### src/rtl/bin_to_bcd_seq.sv
// Sequential binary-to-BCD converter (shift-add-3, one bit per clock).
// Presents packed BCD digits, an overflow flag with 9...9 saturation, and a
// per-digit leading-zero blank mask for the 7-segment digit mux.
module bin_to_bcd_seq #(
    parameter int BIN_W  = 14,
    parameter int DIGITS = 4
) (
    input  logic                  i_clk,
    input  logic                  i_rst,
    input  logic                  i_start,
    input  logic [BIN_W-1:0]      i_bin,
    output logic                  o_busy,
    output logic                  o_done,
    output logic [4*DIGITS-1:0]   o_bcd,
    output logic                  o_ovf,
    output logic [DIGITS-1:0]     o_blank
);

    // Internal digit count: enough for 2^BIN_W-1, never fewer than DIGITS.
    localparam int NAT_DIG = (BIN_W + 2) / 3;
    localparam int INT_DIG = (NAT_DIG > DIGITS) ? NAT_DIG : DIGITS;
    localparam int BCD_W   = 4 * INT_DIG;
    localparam int SR_W    = BCD_W + BIN_W;
    localparam int CNT_W   = $clog2(BIN_W + 1);

    // Reset/idle blank mask: every digit off except the units digit.
    localparam logic [DIGITS-1:0] BLANK_RST = ~(DIGITS'(1));

    typedef enum logic {
        IDLE  = 1'b0,
        SHIFT = 1'b1
    } state_t;

    state_t              state_q, state_d;
    logic [SR_W-1:0]     sr_q, sr_d;
    logic [CNT_W-1:0]    cnt_q, cnt_d;
    logic [4*DIGITS-1:0] bcd_q, bcd_d;
    logic                ovf_q, ovf_d;
    logic [DIGITS-1:0]   blank_q, blank_d;
    logic                done_q, done_d;

    logic [BCD_W-1:0]    bcd_adj;
    logic [SR_W-1:0]     sr_shift;
    logic [BCD_W-1:0]    res_bcd;
    logic                hi_nz;
    logic [DIGITS:1]     lz;
    logic [DIGITS-1:0]   res_blank;
    logic [4*DIGITS-1:0] res_out;

    // Add-3 correction on every BCD digit that is 5 or more.
    for (genvar gi = 0; gi < INT_DIG; gi++) begin : g_adj
        logic [3:0] dig;
        assign dig = sr_q[BIN_W + 4*gi +: 4];
        assign bcd_adj[4*gi +: 4] = (dig >= 4'd5) ? dig + 4'd3 : dig;
    end

    // The top BCD bit is always zero after correction, so dropping it is safe.
    assign sr_shift = {bcd_adj, sr_q[BIN_W-1:0]} << 1;
    assign res_bcd  = sr_shift[SR_W-1 -: BCD_W];

    // Any nonzero digit above the displayed ones means the value does not fit.
    if (INT_DIG > DIGITS) begin : g_ovf
        assign hi_nz = |res_bcd[BCD_W-1:4*DIGITS];
    end else begin : g_no_ovf
        assign hi_nz = 1'b0;
    end

    // Leading-zero chain from the most significant displayed digit downward.
    assign lz[DIGITS] = 1'b1;
    for (genvar gi = 1; gi < DIGITS; gi++) begin : g_lz
        assign lz[gi] = lz[gi+1] & (res_bcd[4*gi +: 4] == 4'd0);
    end

    for (genvar gi = 0; gi < DIGITS; gi++) begin : g_blank
        if (gi == 0) begin : g_units
            assign res_blank[gi] = 1'b0;
        end else begin : g_upper
            assign res_blank[gi] = lz[gi] & ~hi_nz;
        end
    end

    assign res_out = hi_nz ? {DIGITS{4'h9}} : res_bcd[4*DIGITS-1:0];

    // Next-state logic: load on accept, shift while busy, publish on the last shift.
    always_comb begin
        state_d = state_q;
        sr_d    = sr_q;
        cnt_d   = cnt_q;
        bcd_d   = bcd_q;
        ovf_d   = ovf_q;
        blank_d = blank_q;
        done_d  = 1'b0;
        unique case (state_q)
            IDLE: begin
                if (i_start) begin
                    sr_d    = {{BCD_W{1'b0}}, i_bin};
                    cnt_d   = CNT_W'(BIN_W);
                    state_d = SHIFT;
                end
            end
            SHIFT: begin
                sr_d  = sr_shift;
                cnt_d = cnt_q - CNT_W'(1);
                if (cnt_q == CNT_W'(1)) begin
                    bcd_d   = res_out;
                    ovf_d   = hi_nz;
                    blank_d = res_blank;
                    done_d  = 1'b1;
                    state_d = IDLE;
                    // Accepting here keeps throughput at one result per BIN_W clocks.
                    if (i_start) begin
                        sr_d    = {{BCD_W{1'b0}}, i_bin};
                        cnt_d   = CNT_W'(BIN_W);
                        state_d = SHIFT;
                    end
                end
            end
            default: state_d = IDLE;
        endcase
    end

    // State and output registers; reset aborts any conversion in flight.
    always_ff @(posedge i_clk or posedge i_rst) begin
        if (i_rst) begin
            state_q <= IDLE;
            sr_q    <= '0;
            cnt_q   <= '0;
            bcd_q   <= '0;
            ovf_q   <= 1'b0;
            blank_q <= BLANK_RST;
            done_q  <= 1'b0;
        end else begin
            state_q <= state_d;
            sr_q    <= sr_d;
            cnt_q   <= cnt_d;
            bcd_q   <= bcd_d;
            ovf_q   <= ovf_d;
            blank_q <= blank_d;
            done_q  <= done_d;
        end
    end

    assign o_busy  = (state_q == SHIFT);
    assign o_done  = done_q;
    assign o_bcd   = bcd_q;
    assign o_ovf   = ovf_q;
    assign o_blank = blank_q;

endmodule

### config.mk
export PLATFORM = sky130hd
export DESIGN_NAME = bin_to_bcd_seq
export DESIGN_NICKNAME = d
export VERILOG_FILES = /design/src/rtl/bin_to_bcd_seq.sv
export SDC_FILE = /design/constraint.sdc
export NUM_CORES = 1
export LEC_CHECK = 0
export ABC_AREA = 1
export CAP_MARGIN = 20
export CORE_AREA = 8 8 97 99
export CTS_CLUSTER_SIZE = 16
export DETAILED_ROUTE_END_ITERATION = 8
export DIE_AREA = 0 0 105 107
export GPL_TIMING_DRIVEN = 0
export PLACE_DENSITY = 0.71
export SETUP_SLACK_MARGIN = 0.05
export SLEW_MARGIN = 20
export SYNTH_ARGS = -nofsm -noshare
export SYNTH_HDL_FRONTEND = slang
export SYNTH_SLANG_ARGS = --single-unit
### constraint.sdc
create_clock -name i_clk -period 2.8 [get_ports i_clk]
set_input_delay 0.56 -clock i_clk [delete_from_list [all_inputs] [get_ports i_clk]]
set_output_delay 0.56 -clock i_clk [all_outputs]
set_load 0.03 [all_outputs]
### Word level (Yosys, flattened, before mapping)

Index checks and enable logic that the tools add are counted.
Widths: inputs -> output; s select.

| cells by class | value |
|---|---|
| add/subtract/negate cells | 6 |
| order comparisons | 5 |
| equality and inequality tests | 2 |
| mux-type cells | 19 |
| bitwise gates (word level) | 7 |
| reductions and logical operators | 5 |

Operators with widths:

| kind | count |
|---|---|
| $mux 34 | 3 |
| $pmux 34 s2 | 1 |
| $mux 4 | 7 |
| $ge 4x3->1 const B | 5 |
| $add 4x2->4 const B | 4 |
| $mux 16 | 1 |
| $logic_not 4->1 | 3 |
| $pmux 4 s2 | 1 |
| $and 1x1->1 | 5 |
| $eq 4x1->1 const B | 1 |
| $mux 1 | 4 |
| $reduce_or 4->1 | 1 |
| $sub 4x1->4 const B | 1 |
| $add 3x2->3 const B | 1 |
| $mux 3 | 1 |
| $ne 2x2->1 const B | 1 |
| $not 1->1 | 2 |
| $pmux 1 s2 | 1 |
| $reduce_and 2->1 | 1 |

| storage, ports and cells | value |
|---|---|
| bits in registers | 60 |
| bits of input ports | 17 |
| output and inout port bits | 23 |

### Logic depth before layout (Yosys ltp)

| depth | value |
|---|---|
| depth in word-level cells | 6 |
| gate-level depth with buffers | 13 |

### Least setup slack after synthesis

No wires, ideal clock.

| timing | value |
|---|---|
| kind | reg-to-reg |
| from | register sr_q[26] |
| to | register ovf_q (netlist: o_ovf) |
| library setup time | 0.119 ns |
| arrival time | 1.453 ns |
| data required time | 2.681 ns |
| slack | 1.228 ns |
| stages on the path, launching flop included | 13 |
| buffers on the path | 0 |
| clock period less this slack | 1.572 ns |
| path through | dfrtp_1 > inv_1 > ha_1 > inv_1 > nand2_1 > nand2_1 > nand2_1 > nand2_2 > nor2_4 > nand2_4 > nor2_8 > inv_6 > o21a_1 |

| between the ends | value |
|---|---|
| longest elaborated chain between the ends | 3 |
| elaborated cells on any way between the ends | 4 |

RTL lines:

| element | RTL line | RTL |
|---|---|---|
| start: declaration | 35 | `logic [SR_W-1:0] sr_q, sr_d;` |
| start signal: assignment | 134 | `sr_q <= sr_d;` |
| $add 4x2->4 / $ge 4x3->1 (equally long branches) | 54 | `assign bcd_adj[4*gi +: 4] = (dig >= 4'd5) ? dig + 4'd3 : dig;` |
| $mux 4 (*) | 54 |  |
| $reduce_or 4->1 (*) | 63 | `assign hi_nz = \|res_bcd[BCD_W-1:4*DIGITS];` |
| end signal: assignment | 137 | `ovf_q <= ovf_d;` |
| end: declaration | 38 | `logic ovf_q, ovf_d;` |

Every way passes the cells marked *; elsewhere a longest branch is shown, timed or not.
A chain may end at the register's enable or synchronous reset.

### Worst setup path in the final report

| timing | value |
|---|---|
| from | register state_q (netlist: o_busy) |
| to | output o_busy |

RTL lines:

| element | RTL line | RTL |
|---|---|---|
| start: declaration | 34 | `state_t state_q, state_d;` |
| start signal: assignment | 133 | `state_q <= state_d;` |
| end: declaration | 12 | `output logic o_busy,` |

No word-level cell between the ends.

==> metrics.txt <==
area growth from synthesis to layout 23.6%; GP Congestion 0.881; pwr dens 1190 mW/mm2; area fraction of the dominant cell type after synthesis 46.2%; number of flip-flops and latches in the synthesized netlist 60; sequential element share of the synthesized area 48.7%; area of the core 0.00793 mm2; cell types with the highest counts after synthesis 75 x sky130_fd_sc_hd__nand2_1, 57 x sky130_fd_sc_hd__dfrtp_1, 44 x sky130_fd_sc_hd__inv_1; most area-consuming cells after synthesis sky130_fd_sc_hd__dfrtp_1 46%, sky130_fd_sc_hd__nand2_1 9.1%, sky130_fd_sc_hd__inv_1 5.3%; CTS buffer count 9; worst vdd rail ir drop 0.000403 V; CP max-delay cell sky130_fd_sc_hd__clkdlybuf4s50_1; Initial Utilization 39.0%; internal power summed over all cells 2530 uW; Post-CTS Resized 0; final-layout setup total negative slack 0 ns; vias in the first global route 2525; pre-CTS WS 0.708 ns; detailed router's first-iteration violation count 107; cell taking the most area after synthesis sky130_fd_sc_hd__dfrtp_1; Yosys cell types 38; switching power summed over all nets 1990 uW; Most used DFF post-synth sky130_fd_sc_hd__dfrtp_1; drt wl/cell 13.3 um; top-level I/O count 40; final count of hold timing violations 0; largest net degree at the start of global routing 55; setup repair after global routing missed its margin no; post-route standard cell area excluding fillers 0.00382 mm2; met1 usage in global routing 14.8%; GRT met3 Usage 3.66%; buffers inserted during post-CTS setup optimization 0; number of antenna diodes 0; number of search-and-repair iterations in the first detailed-routing pass 4; area occupied by registers 0.00151 mm2; CP top delay family buffers and inverters; CP Data Arrival Time 1.56 ns; H-Tree Depth 3; Max Cap Violations 0; post-route clock skew 0.00796 ns; routed via count divided by cell count 4.93; Setup CP Type register to output port; maximum fanout count along the critical path 5; post-route setup slack 0.683 ns; placed cell areas 0.00363 mm2; Num Clock Sinks 60; library cell with the highest instance count after synthesis sky130_fd_sc_hd__nand2_1; cells after synthesis 338; total of hold buffers inserted after clock tree synthesis 0; fraction of final layout cells with drive strength greater than 1 16.3%; via total after detailed routing 2450; Pleak 0.00178 uW; Crit. End Element output port; Syn Std Cell Area 0.00309 mm2; highest clock rate 472 MHz; Mean Syn Cell Area 9.14 um2; Die W 105 um; cell at the root of the clock tree sky130_fd_sc_hd__clkbuf_8; Yosys warning count 0; number of enable flip-flop cells after synthesis 0; total routing resource utilization after global routing 12.6%; number of fill cells in the layout 768; min Tclk post-route 2.12 ns; most congested layer reported by global routing met2; number of placement rows 33; startpoint kind of the worst setup timing path register; share of async-settable or async-resettable flops after synthesis 100%; post-synthesis net count 367; required time of the worst setup path 2.24 ns; number of port buffers 38; class of the worst hold path input pin to async pin; Routed Wire Length 6620 um; number of buffers between clock root and the deepest sink 2; number of endpoints failing setup at the final stage 0; clock-pin slew on the worst setup and hold paths 0.06 ns; clock group share of total power 16.4%; initial antenna violation count 0; area occupied by multi-input gates 0.00131 mm2; grt ovf 0; number of pins exceeding their max-slew limit in the final report 0; power share of the sequential group 32.3%; Global Route met2 Usage 21.1%; count of nets left with antenna violations after detail routing 0; first-pass GRT wire length 11700 um; number of DRC violations after detailed routing 0; Total Die Area 0.0112 mm2; portion of the clock cycle consumed by the worst path in the final layout 75.6%; series of cell instances along the critical path clkdlybuf4s50_1; half-perimeter wire length of the detailed placement result 4820 um; status completed; Switching Share 44.0%; CP peak stage delay 0.73 ns; portion of total power attributed to combinational logic 51.3%; final layout net count 417; die height 107 um; TritonCTS clock tree done; insertion delay of the later-clocked pin in the worst-skew pair 0.33 ns; Crit path buffers/inverters 1
## state kept, by name, indices dropped and copies added (netlist names)
signal and flops:
o_bcd 16, o_busy 1, o_ovf 1, o_done 1, cnt_q 4, o_blank 3
sr_q 34
## cells in the final DEF, fill, tap and decap left out, types with 3 or more instances in the layout
| cell | netlist | final |
|---|---|---|
| sky130_fd_sc_hd__nand2_1 | 75 | 75 |
| sky130_fd_sc_hd__dfrtp_1 | 57 | 57 |
| sky130_fd_sc_hd__inv_1 | 44 | 43 |
| sky130_fd_sc_hd__clkdlybuf4s50_1 | 0 | 38 |
| sky130_fd_sc_hd__o22ai_1 | 20 | 20 |
| sky130_fd_sc_hd__o21ai_1 | 19 | 19 |
| sky130_fd_sc_hd__nand3_1 | 15 | 15 |
| sky130_fd_sc_hd__clkbuf_8 | 0 | 13 |
| sky130_fd_sc_hd__mux2i_1 | 12 | 12 |
| sky130_fd_sc_hd__ha_1 | 12 | 12 |
| sky130_fd_sc_hd__o21ai_2 | 10 | 10 |
| sky130_fd_sc_hd__o21ai_0 | 10 | 10 |
| sky130_fd_sc_hd__inv_2 | 6 | 6 |
| sky130_fd_sc_hd__nand2_2 | 6 | 6 |
| sky130_fd_sc_hd__nor2_2 | 5 | 5 |
| sky130_fd_sc_hd__nand4_1 | 5 | 5 |
| sky130_fd_sc_hd__buf_2 | 4 | 4 |
| sky130_fd_sc_hd__nor2_1 | 4 | 4 |
| sky130_fd_sc_hd__buf_4 | 3 | 3 |
| sky130_fd_sc_hd__a21oi_1 | 3 | 3 |
| sky130_fd_sc_hd__a2bb2oi_1 | 3 | 3 |
| sky130_fd_sc_hd__dfstp_2 | 3 | 3 |
## per-layer routing
layer | vias to the layer above | wire length [um]
met5 | - | 0
met4 | 0 | 112
met3 | 11 | 408
met2 | 58 | 3140
met1 | 1167 | 2960
li1 | 1214 | -
## power groups by stage
stage / sequential, uW / clock (uW) / combinational, uW
2_1_floorplan: 1650 / 0 / 1540
3_3_place_gp: 1460 / 0 / 2250
5_1_grt: 1520 / 796 / 2610
4_1_cts: 1470 / 751 / 2340
6_report: 1460 / 742 / 2320
3_5_place_dp: 1480 / 0 / 2330
## area by class of cell
cell class | instances | share of cell area (%)
Buffer | 10 | 1.90
Inverter | 52 | 5.31
Sequential cell | 60 | 39.4
Multi-Input combinational cell | 216 | 34.3
Clock inverter | 1 | 0.131
Clock buffer | 14 | 4.78
Tap cell | 105 | 3.44
Timing Repair Buffer | 39 | 10.7
## through the flow
step / std cells / total power, uW / util (%) / hold slack (ns)
floorplan: 338 / 3190 / - / 0.458
global placement: 481 / 3710 / 45.4 / 0.459
detailed placement: 482 / 3810 / 45.8 / 0.461
CTS: 497 / 4560 / 48.2 / 0.458
global route: 497 / 4930 / 48.2 / 0.458
finish: 497 / 4530 / 48.2 / 0.461
## final timing paths
kind                                 start    endpoint  slack (ns)  cells past startpoint
worst max register to register    sr_q[30]       o_ovf        1.03                     12
worst min register to register  o_blank[1]  o_blank[1]        0.47                      2
min in group i_clk              o_blank[1]  o_blank[1]        0.47                      2
max in group asynchronous            i_rst  o_blank[2]        1.81                      3
worst max-delay path                o_busy      o_busy        0.68                      1
worst min-delay path                 i_rst    o_bcd[7]        0.46                      2
## logic make-up (layout without fill, tap and decap cells)
kind of cell / count (synthesis) / count (layout) / share of synthesized area, %
other: 1 / 1 / 0.121
and+or+nand+nor: 120 / 120 / 19.0
muxes: 12 / 12 / 3.89
buffers and inverters: 62 / 116 / 8.83
DFF: 60 / 60 / 48.7
xor gates and xnor gates: 2 / 2 / 0.567
adders and majority gates: 12 / 12 / 4.86
AOI/OAI and AO/OA: 69 / 69 / 14.0
(Power assumes the default switching activity.)
